[src/rtl/mul_n_div_datapath.sv]
// 4-bit shift/add multiplier and restoring divider datapath, sequenced by external op strobes; result held until res_ack.
// Optional build macro DIV_ZERO_CHK_EN: zero divisor short-circuits to DONE with div0 flagged.
module mul_n_div_datapath (
    input  logic       clk,
    input  logic       rst,
    input  logic [3:0] x_in,
    input  logic [3:0] y_in,
    input  logic       ld_multiplicand,
    input  logic       ld_multiplier,
    input  logic       ld_dividend,
    input  logic       ld_divisor,
    input  logic       ad,
    input  logic       sub,
    input  logic       sh,
    input  logic       ld_subres,
    input  logic       res_ack,
    output logic       c,
    output logic       msb,
    output logic [7:0] product,
    output logic [3:0] quotient,
    output logic [3:0] remainder,
    output logic       res_valid,
    output logic       busy,
    output logic       proto_err,
    output logic       div0
);
`ifdef DIV_ZERO_CHK_EN
    localparam bit ZERO_CHK = 1'b1;
`else
    localparam bit ZERO_CHK = 1'b0;
`endif

    typedef enum logic [2:0] {IDLE, MUL, DIV, DIV_TAIL, DONE} state_t;

    state_t     state;
    logic [4:0] a, r, diff;
    logic [3:0] q, m, d;
    logic [2:0] cnt;

    logic mul_any, div_any, mul_load, div_load, load_err;
    logic multi_op, op_err, op_ok;

    always_comb begin
        mul_any  = ld_multiplicand | ld_multiplier;
        div_any  = ld_dividend | ld_divisor;
        mul_load = ld_multiplicand & ld_multiplier & ~div_any;
        div_load = ld_dividend & ld_divisor & ~mul_any;
        load_err = (mul_any | div_any) & ~mul_load & ~div_load;
        multi_op = ({1'b0, ad} + {1'b0, sub} + {1'b0, sh} + {1'b0, ld_subres}) > 2'd1;
        op_err   = 1'b0;
        case (state)
            IDLE, DONE: op_err = ad | sub | sh | ld_subres;
            MUL:        op_err = sub | ld_subres;
            DIV:        op_err = ad | (ld_subres & diff[4]);
            DIV_TAIL:   op_err = sh | (ld_subres & diff[4]);
            default:    op_err = 1'b0;
        endcase
        op_ok = ~multi_op & ~op_err;
    end

    always_ff @(posedge clk) begin
        if (rst) begin
            state     <= IDLE;
            cnt       <= 3'd0;
            a         <= 5'd0;
            r         <= 5'd0;
            diff      <= 5'd0;
            q         <= 4'd0;
            m         <= 4'd0;
            d         <= 4'd0;
            res_valid <= 1'b0;
            busy      <= 1'b0;
            proto_err <= 1'b0;
            div0      <= 1'b0;
        end else begin
            proto_err <= 1'b0;
            if (load_err) begin
                proto_err <= 1'b1;
            end else if (mul_load) begin
                m <= x_in; q <= y_in; a <= 5'd0; cnt <= 3'd0;
                state <= MUL; busy <= 1'b1; res_valid <= 1'b0; div0 <= 1'b0;
            end else if (div_load) begin
                cnt <= 3'd0;
                if (ZERO_CHK && y_in == 4'd0) begin
                    d <= 4'd0; q <= 4'hF; r <= {1'b0, x_in};
                    state <= DONE; busy <= 1'b0; res_valid <= 1'b1; div0 <= 1'b1;
                end else begin
                    d <= y_in; q <= x_in; r <= 5'd0;
                    state <= DIV; busy <= 1'b1; res_valid <= 1'b0; div0 <= 1'b0;
                end
            end else begin
                proto_err <= ~op_ok;
                case (state)
                    MUL: if (op_ok) begin
                        if (ad) begin
                            a <= {1'b0, a[3:0]} + {1'b0, m};
                        end else if (sh) begin
                            {a, q} <= {a, q} >> 1;
                            cnt    <= cnt + 3'd1;
                            if (cnt == 3'd3) begin
                                state <= DONE; busy <= 1'b0; res_valid <= 1'b1;
                            end
                        end
                    end
                    DIV: if (op_ok) begin
                        if (sh) begin
                            {r, q} <= {r[3:0], q, 1'b0};
                            cnt    <= cnt + 3'd1;
                        end else if (sub) begin
                            diff <= r - {1'b0, d};
                            if (cnt == 3'd4) state <= DIV_TAIL;
                        end else if (ld_subres) begin
                            r    <= diff;
                            q[0] <= 1'b1;
                        end
                    end
                    // A negative final difference needs no restore step, so finish directly.
                    DIV_TAIL: begin
                        if (diff[4]) begin
                            state <= DONE; busy <= 1'b0; res_valid <= 1'b1;
                        end else if (op_ok && ld_subres) begin
                            r <= diff; q[0] <= 1'b1;
                            state <= DONE; busy <= 1'b0; res_valid <= 1'b1;
                        end
                    end
                    DONE: if (res_ack) begin
                        state <= IDLE; res_valid <= 1'b0; div0 <= 1'b0;
                    end
                    default: ;
                endcase
            end
        end
    end

    assign c         = q[0];
    assign msb       = diff[4];
    assign product   = {a[3:0], q};
    assign quotient  = q;
    assign remainder = r[3:0];
endmodule

[config.mk]
export PLATFORM = sky130hd
export DESIGN_NAME = mul_n_div_datapath
export DESIGN_NICKNAME = d
export VERILOG_FILES = /design/src/rtl/mul_n_div_datapath.sv
export SDC_FILE = /design/constraint.sdc
export NUM_CORES = 1
export LEC_CHECK = 0
export ABC_CLOCK_PERIOD_IN_PS = 2600
export CORE_ASPECT_RATIO = 0.9
export CORE_MARGIN = 4
export CORE_UTILIZATION = 49
export CTS_CLUSTER_DIAMETER = 200
export DETAILED_ROUTE_END_ITERATION = 12
export PLACE_DENSITY = 0.74
export SYNTH_ARGS = -nofsm -noshare
export SYNTH_HDL_FRONTEND = slang
export SYNTH_SLANG_ARGS = --single-unit
[constraint.sdc]
create_clock -name clk -period 2.6 [get_ports clk]
set_input_delay 0.39 -clock clk [delete_from_list [all_inputs] [get_ports clk]]
set_output_delay 0.39 -clock clk [all_outputs]
set_load 0.1 [all_outputs]
======== Yosys cells after proc, flatten, opt, wreduce, memory -nomap -nowiden ========
Cells that the tools add are included.
cells by class
  $lt $le $gt $ge ......................... 1
  mux-type cells .......................... 74
  bitwise gates (word level) .............. 26
  add/sub/neg operators ................... 6
  eq/ne operators ......................... 27
  reduce and logical (&&, ||, !) cells .... 26
operators with widths
  kind                                                              number
  5-bit two-way mux                                                 13
  3-bit two-way mux                                                 20
  4-bit inequality test (second input constant)                     14
  1-bit two-way mux                                                 27
  4-bit two-way mux                                                 6
  7-bit AND reduction                                               3
  8-bit AND reduction                                               2
  5-bit inequality test (second input constant)                     3
  3-bit one-hot mux with 2 select lines                             2
  3-bit one-hot mux with 4 select lines                             1
  12-bit AND reduction                                              1
  3-bit nonzero test                                                4
  5-bit one-hot mux with 2 select lines                             1
  10-bit AND reduction                                              1
  5-bit AND reduction                                               2
  5-bit nonzero test                                                2
  3-bit by 2-bit == test with 1-bit output (second input constant)  3
  3-bit inequality test (second input constant)                     3
  1-bit NOT                                                         9
  1-bit bitwise OR                                                  9
  1-bit bitwise AND                                                 8
  4-bit nonzero test                                                2
  3-bit == test (second input constant)                             2
  1-bit one-hot mux with 3 select lines                             2
  other kinds (17)                                                  20
word-level totals
  bits of input ports ..................... 19
  register bits ........................... 37
  word-level logic and storage cells ...... 173

======== Logic depth before layout (Yosys ltp) ========
Gate-level depths: netlist (run 1).
  depth after elaboration ................. 12
  depth in mapped cells ................... 10

======== Worst setup path before layout (run 1) ========
OpenSTA, ideal clock, no wires.
  path type ............................... input port to flip-flop
  from .................................... input port ad
  to ...................................... register state[2]
  stages on the path ...................... 9
  required time ........................... 2.529 ns
  data arrival time ....................... 2.428 ns
  setup time .............................. 0.071 ns
  path slack .............................. 0.101 ns
  cell sequence ........................... buf_2 > inv_1 > ha_1 > or3b_1 > a22o_4 > nor4_4 > o32ai_2 > or4b_1 > a21oi_1
on the way
  longest elaborated chain between the ends .. 9
  elaborated cells on any way between the ends .. 18
ends and longest elaborated chain
  item                                                                                                                      line    source
  from (decl)                                                                                                               12      input logic ad,
  1-bit by 1-bit adder with 2-bit output / 1-bit bitwise OR (equally long branches)                                         49, 52
  2-bit by 1-bit adder with 2-bit output / 1-bit bitwise OR (equally long branches) (2 in a row)                            49, 52
  2-bit by 1-bit greater-than comparator with 1-bit output / 1-bit one-hot mux with 4 select lines (equally long branches)  49, 51
  1-bit NOT                                                                                                                 58      op_ok = ~multi_op & ~op_err;
  1-bit bitwise AND                                                                                                         58
  1-bit logical AND                                                                                                         121     end else if (op_ok && ld_subres) begin
  5-bit inequality test (no source line)                                                                                    n/a
  12-bit AND reduction (no source line) (*)                                                                                 n/a
  to (signal assigned)                                                                                                      63      state <= IDLE;
  to (signal assigned)                                                                                                      120     state <= DONE; busy <= 1'b0; res_valid <= 1'b1;
  to (signal assigned)                                                                                                      123     state <= DONE; busy <= 1'b0; res_valid <= 1'b1;
  to (decl)                                                                                                                 35      state_t state;
Every way passes the cells marked *; elsewhere a longest branch is shown, timed or not.
A chain may end at the register's enable or synchronous reset.

======== Final worst setup path (run 1) ========
  from .................................... input port sh
  to ...................................... register state[2]
on the way
  longest elaborated chain between the ends .. 8
  elaborated cells on any way between the ends .. 17
ends and longest elaborated chain
  item                                                                                                                      line    source
  from (decl)                                                                                                               14      input logic sh,
  2-bit by 1-bit adder with 2-bit output / 1-bit bitwise OR (equally long branches) (2 in a row)                            49, 52
  2-bit by 1-bit greater-than comparator with 1-bit output / 1-bit one-hot mux with 4 select lines (equally long branches)  49, 51
  1-bit NOT                                                                                                                 58
  1-bit bitwise AND                                                                                                         58
  1-bit logical AND                                                                                                         121
  5-bit inequality test (no source line)                                                                                    n/a
  12-bit AND reduction (no source line) (*)                                                                                 n/a
Marks and branches as above.

==> out/results.txt, run 1 <==
worst vdd ir - 0.276 mV
cell family with most CP delay - simple AND/OR/NAND/NOR gates
share of layout cells above drive strength 1 - 22.2%
Setup crit end kind - flip-flop
setup violators final - 0
M1 GR Usage - 27.0%
CP Data Required Time - 2.80 ns
Clock Skew - 0.00977 ns
Synth Flop Type - dfxtp_1
outcome - finished clean
r2r startpoint - state[2]
Final ANT Viol Nets - 0
initial antenna violation count - 0
total CTS buffers - 5
sequential cell area fraction in the yosys report - 28.6%
Yosys cell types - 57
Hold Slack - 0.459 ns
via count - 2446
CP Class - in2reg
Least-Margin Pin Slew - 0.547 ns
vias in the first global route - 2382
clk sinks - 36
hold buffer count at cts - 0
WP data arrival - 2.66 ns
drt via density - 5.69
NumNets Final - 399
worst hold path type - reg2reg
DP HPWL - 5090 um
GRT Total Usage - 20.5%
remaining global-route overflow - 0
FF-to-FF End - quotient[0]
Routed WL - 6590 um
Mean Syn Cell Area - 8.02 um2
Worst path slowest cell - or4b_1
met2 Usage GRT - 33.9%
Clock transition at path regs - 0.07 ns
Tot Pwr - 1.17 mW
Hold Crit Start - d[3]
P_leak - 1.28 nW
RSZ-0062 raised after global routing - no
max_slew headroom - 63.4%
Max Transition Viols Final - 0
Starting DRT DRC Count - 141
maximum number of pins on one net before global-route repair - 26
R2R setup slack - 0.27 ns
Final Hold Vio Count - 0
routed length per instance - 15.3 um
clk_lat worst skew - 0.28 ns
gr busiest metal - met2
period utilization - 94.4%
Root Buffer - clkbuf_8
GPL Wtd Cong - 0.915
power per cell area - 371 nW/um2
starting density of the core - 51.5%
first-pass GRT wire length - 10900 um
max cap viols - 0
met3 GRT Util - 4.76%
Max Freq - 407 MHz
diodes inserted - 0
min Tclk post-route - 2.45 ns
Post-Syn Nets - 348
First-pass DRT Iterations - 4
Hold Path Sink - d[3]
worst-path cell chain - clkdlybuf4s50_1 -> buf_4 -> mux2_2 -> o21a_1 -> nor4_4 -> o32ai_4 -> or4b_1 -> a21oi_1
asr flop ratio synth - 0%
Die Ht - 76.0 um
clk buf depth - 2
Die ar. - 6350 um2
Port Buffers - 39
Ports - 41
post-synthesis cell count - 314
Die Wd - 83.6 um
num rows - 24
DRC Markers - 0
Synth Register Bits - 36
Worst Reg-to-Reg Cells - 6
synth-to-layout area growth - 25.6%
number of synthesized flops with an enable pin - 0
Buf/Inv on CP - 2
CORE AREA - 4890 um2
yosys warns - 0
worst-path maximum fanout - 6
Critical Path Max Stage Delay - 0.49 ns
hold depth - 2
Startpoint Class - primary input
Synth Cell Area - 2520 um2
CTS tree - built
CTS H-tree depth - 2
per-stage QoR:
stage	area (um2)	cells	utilization [%]	worst slack (ns)	TNS, ns
after floorplan	2520	314	-	0.101	0
after CTS	3130	429	63.9	0.0401	0
final	3160	430	64.6	0.145	0
after global routing	3160	430	64.6	0.0294	0
after detailed placement	3020	421	61.6	-0.388	-6.67
after global placement	3020	421	61.6	-0.343	-6.14
worst min-delay path: stages, from the launching register on:
cell and delay (ns):
dfxtp_1 0.31, nand2_1 0.05, a21oi_1 0.05
cells in the final DEF (no fill, tap or decap), types with 2 or more instances in the layout:
master and count:
mux2i_1 13, nand4_1 4, nor3_1 3, o2bb2ai_1 5, nor4_4 2, clkdlybuf4s50_1 15, o211ai_1 2, a21oi_1 40
a31oi_1 2, o31ai_1 4, clkbuf_8 5, nand2_1 32, a21o_1 7, nor3b_1 3, inv_1 20, nor2_1 19
xor2_1 3, ha_1 12, or3_1 6, xnor2_1 3, nor2b_1 3, a211oi_1 4, mux2_2 3, dlygate4sd2_1 2
fa_1 3, nand2b_1 4, buf_4 56, or2_2 4, o21ai_0 13, dfxtp_1 36, o21a_1 3, nand3_1 3
worst max path at each step:
| stage | start | endpoint | slack [ns] | depth (start not counted) |
|---|---|---|---|---|
| after floorplan | ad | state[2] | 0.10 | 9 |
| after detailed placement | ad | a[0] | -0.39 | 8 |
| after global routing | ad | state[2] | 0.03 | 9 |
| after CTS | ld_subres | state[2] | 0.04 | 8 |
| after global placement | ad | state[2] | -0.34 | 8 |
| final | sh | state[2] | 0.15 | 8 |
registers in the layout, indices dropped and copies added (netlist names):
signal	cells
quotient	4
r	5
res_valid	1
d	4
m	4
busy	1
proto_err	1
cnt	3
diff	5
a	5
state	3
power by group:
part           internal (mW)  total (mW)  switching, mW
logic                 0.0948       0.235          0.140
clock network          0.182       0.374          0.192
registers              0.557       0.563        0.00598
cell families after synthesis:
group / share of synthesized area, %
compound gates: 24.2
xor+xnor: 2.09
fa+ha+maj: 8.35
buf+inv: 9.74
flops: 28.6
mux: 6.51
other cells: 0.149
simple gates: 20.4
synth_stat cells, drive strengths merged, types with 5 or more instances:
cell / count / share of area, %
a21o: 7 / 2.1
o2bb2ai: 5 / 1.7
mux2i: 13 / 5.2
ha: 12 / 6.0
nor2: 19 / 2.8
nand2: 34 / 5.2
o21ai: 14 / 2.8
inv: 20 / 3.0
or3: 6 / 1.5
dfxtp: 36 / 29
clkbuf: 11 / 1.7
buf: 19 / 5.1
a21oi: 40 / 7.9
metal layers:
| metal | share of wire [%] | routed length (um) |
|---|---|---|
| met3 | 5.5 | 364 |
| met1 | 47 | 3080 |
| met4 | 1.2 | 79 |
| met2 | 46 | 3060 |
| met5 | 0 | 0 |
what timing repair did:
| action | CTS | global route |
|---|---|---|
| pin swaps | 3 | 3 |
| resized for setup | 6 | 6 |
| buffers inserted | 1 | 1 |
| endpoints found under the setup margin | 5 | 13 |
final cells by class:
class	instances	area, um2
inverters	20	75.1
flip-flops and latches	36	721
repair buffers	74	601
fillers	447	1730
clock inverters	1	5.00
well taps	65	81.3
multi-input cells	228	1610
clock buffers	6	72.6
Note: power is estimated with default switching activity, not from simulation.
==> inputs of run 2 (changes only) <==
--- a/config.mk
+++ b/config.mk
@@ -6,12 +6,13 @@
 export NUM_CORES = 1
 export LEC_CHECK = 0
 export ABC_CLOCK_PERIOD_IN_PS = 2600
-export CORE_ASPECT_RATIO = 0.9
 export CORE_MARGIN = 4
 export CORE_UTILIZATION = 49
 export CTS_CLUSTER_DIAMETER = 200
 export DETAILED_ROUTE_END_ITERATION = 12
 export PLACE_DENSITY = 0.74
+export RECOVER_POWER = 100
+export SKIP_CTS_REPAIR_TIMING = 1
 export SYNTH_ARGS = -nofsm -noshare
 export SYNTH_HDL_FRONTEND = slang
 export SYNTH_SLANG_ARGS = --single-unit
==> run 2 against run 1 <==
Maximum frequency down 3.2%. Critical path depth unchanged. Via count up 0.45%. Core utilization up 0.28 points. Largest power group unchanged. Highest routed layer unchanged.
==> out/results.txt, run 2 (synthesis gave the netlist of run 1 again) <==
period utilization - 97.5%
worst vdd ir - 0.357 mV
CTS tree - built
Max Freq - 394 MHz
Ports - 41
clk sinks - 36
Routed WL - 6550 um
worst hold path type - reg2reg
Root Buffer - clkbuf_8
num rows - 25
DP HPWL - 4860 um
remaining global-route overflow - 0
CORE AREA - 4850 um2
Die Wd - 79.7 um
Setup crit end kind - flip-flop
drt via density - 5.74
outcome - finished clean
most common cell after layout, fill and taps aside - a21oi_1
first-pass GRT wire length - 10600 um
Final ANT Viol Nets - 0
Final Non-Filler Cells - 428
Starting DRT DRC Count - 202
NumNets Final - 394
maximum number of pins on one net before global-route repair - 26
Die ar. - 6350 um2
Clock Skew - 0.00664 ns
Top Registers - a: 5 flops, diff: 5 flops, r: 5 flops
Max Transition Viols Final - 0
GPL Wtd Cong - 0.911
max_slew headroom - 22.2%
Inst Count DP - 420
Port Buffers - 39
P_leak - 1.20 nW
starting density of the core - 51.9%
setup violators final - 0
Startpoint Class - primary input
routed length per instance - 15.3 um
power per cell area - 425 nW/um2
First-pass DRT Iterations - 4
clk buf depth - 2
DRC Markers - 0
Least-Margin Pin Slew - 1.17 ns
Clock transition at path regs - 0.07 ns
clk_lat worst skew - 0.29 ns
vias in the first global route - 2343
Hold Slack - 0.461 ns
min Tclk post-route - 2.54 ns
diodes inserted - 0
worst-path maximum fanout - 7
most frequent cells in the layout - a21oi_1 (39), dfxtp_1 (36), nand2_1 (32)
pre-CTS setup slack - -0.363 ns
share of layout cells above drive strength 1 - 16.9%
Final Hold Vio Count - 0
CP Class - in2reg
via count - 2457
WP data arrival - 2.75 ns
CTS H-tree depth - 2
synth-to-layout area growth - 25.0%
CP Data Required Time - 2.81 ns
GRT Total Usage - 21.1%
initial antenna violation count - 0
worst setup margin - 0.0643 ns
max cap viols - 0
Die Ht - 79.7 um
total CTS buffers - 5
Tot Pwr - 1.34 mW
run 2: changes by cell type in the layout (fill, tap and decap cells not counted), sizes merged:
| cell | delta |
|---|---|
| dlygate4sd3 | +1 |
| buf | -28 |
| dlymetal6s2s | +1 |
| clkinv | -1 |
| clkbuf | +24 |
| bufinv | +1 |
| dlygate4sd2 | -2 |
run 2: critical path, cell delays in order:
cell and delay, ns:
clkdlybuf4s50_1 0.44, fa_2 0.55, a21bo_2 0.17, nand2_4 0.11
nor4_4 0.32, o32ai_2 0.14, or4b_1 0.47, a21oi_1 0.15
run 2: layout make-up:
type                            count  area [um2]
Sequential cell                    36         721
Clock inverter                      1        30.0
Timing Repair Buffer               69         507
Tap cell                           67        83.8
Multi-Input combinational cell    228        1640
Inverter                           20        75.1
Clock buffer                        7        96.3
Fill cell                         444        1700
run 2: worst paths after layout:
path	startpoint	to	slack, ns	cells past startpoint
setup / recovery	ld_subres	state[2]	0.06	8
hold / removal	diff[1]	diff[1]	0.46	2
setup reg to reg	state[0]	quotient[0]	0.24	7
hold reg to reg	diff[1]	diff[1]	0.46	2
run 2: per-stage QoR:
stage / util, % / area [um2] / TNS [ns]
final: 64.9 / 3150 / 0
after CTS: 64.9 / 3150 / -0.143
after floorplan: - / 2520 / 0
after global routing: 64.9 / 3150 / -0.0260
after global placement: 62.3 / 3020 / -5.53
after detailed placement: 62.3 / 3020 / -6.98
run 2: per-layer routing:
layer  track usage [%]  share of wire [%]  up-vias
met5                 0                  0        -
met4              8.76                2.9        0
met3              4.51                6.7       19
met2              33.6                 46      100
met1              27.6                 45     1139
li1                  -                  -     1199
run 2: power breakdown:
part,internal (mW),leakage [nW],total (mW),switching [mW]
clock,0.338,0.0645,0.541,0.203
combinational,0.0895,0.841,0.233,0.144
sequential,0.557,0.291,0.562,0.00504
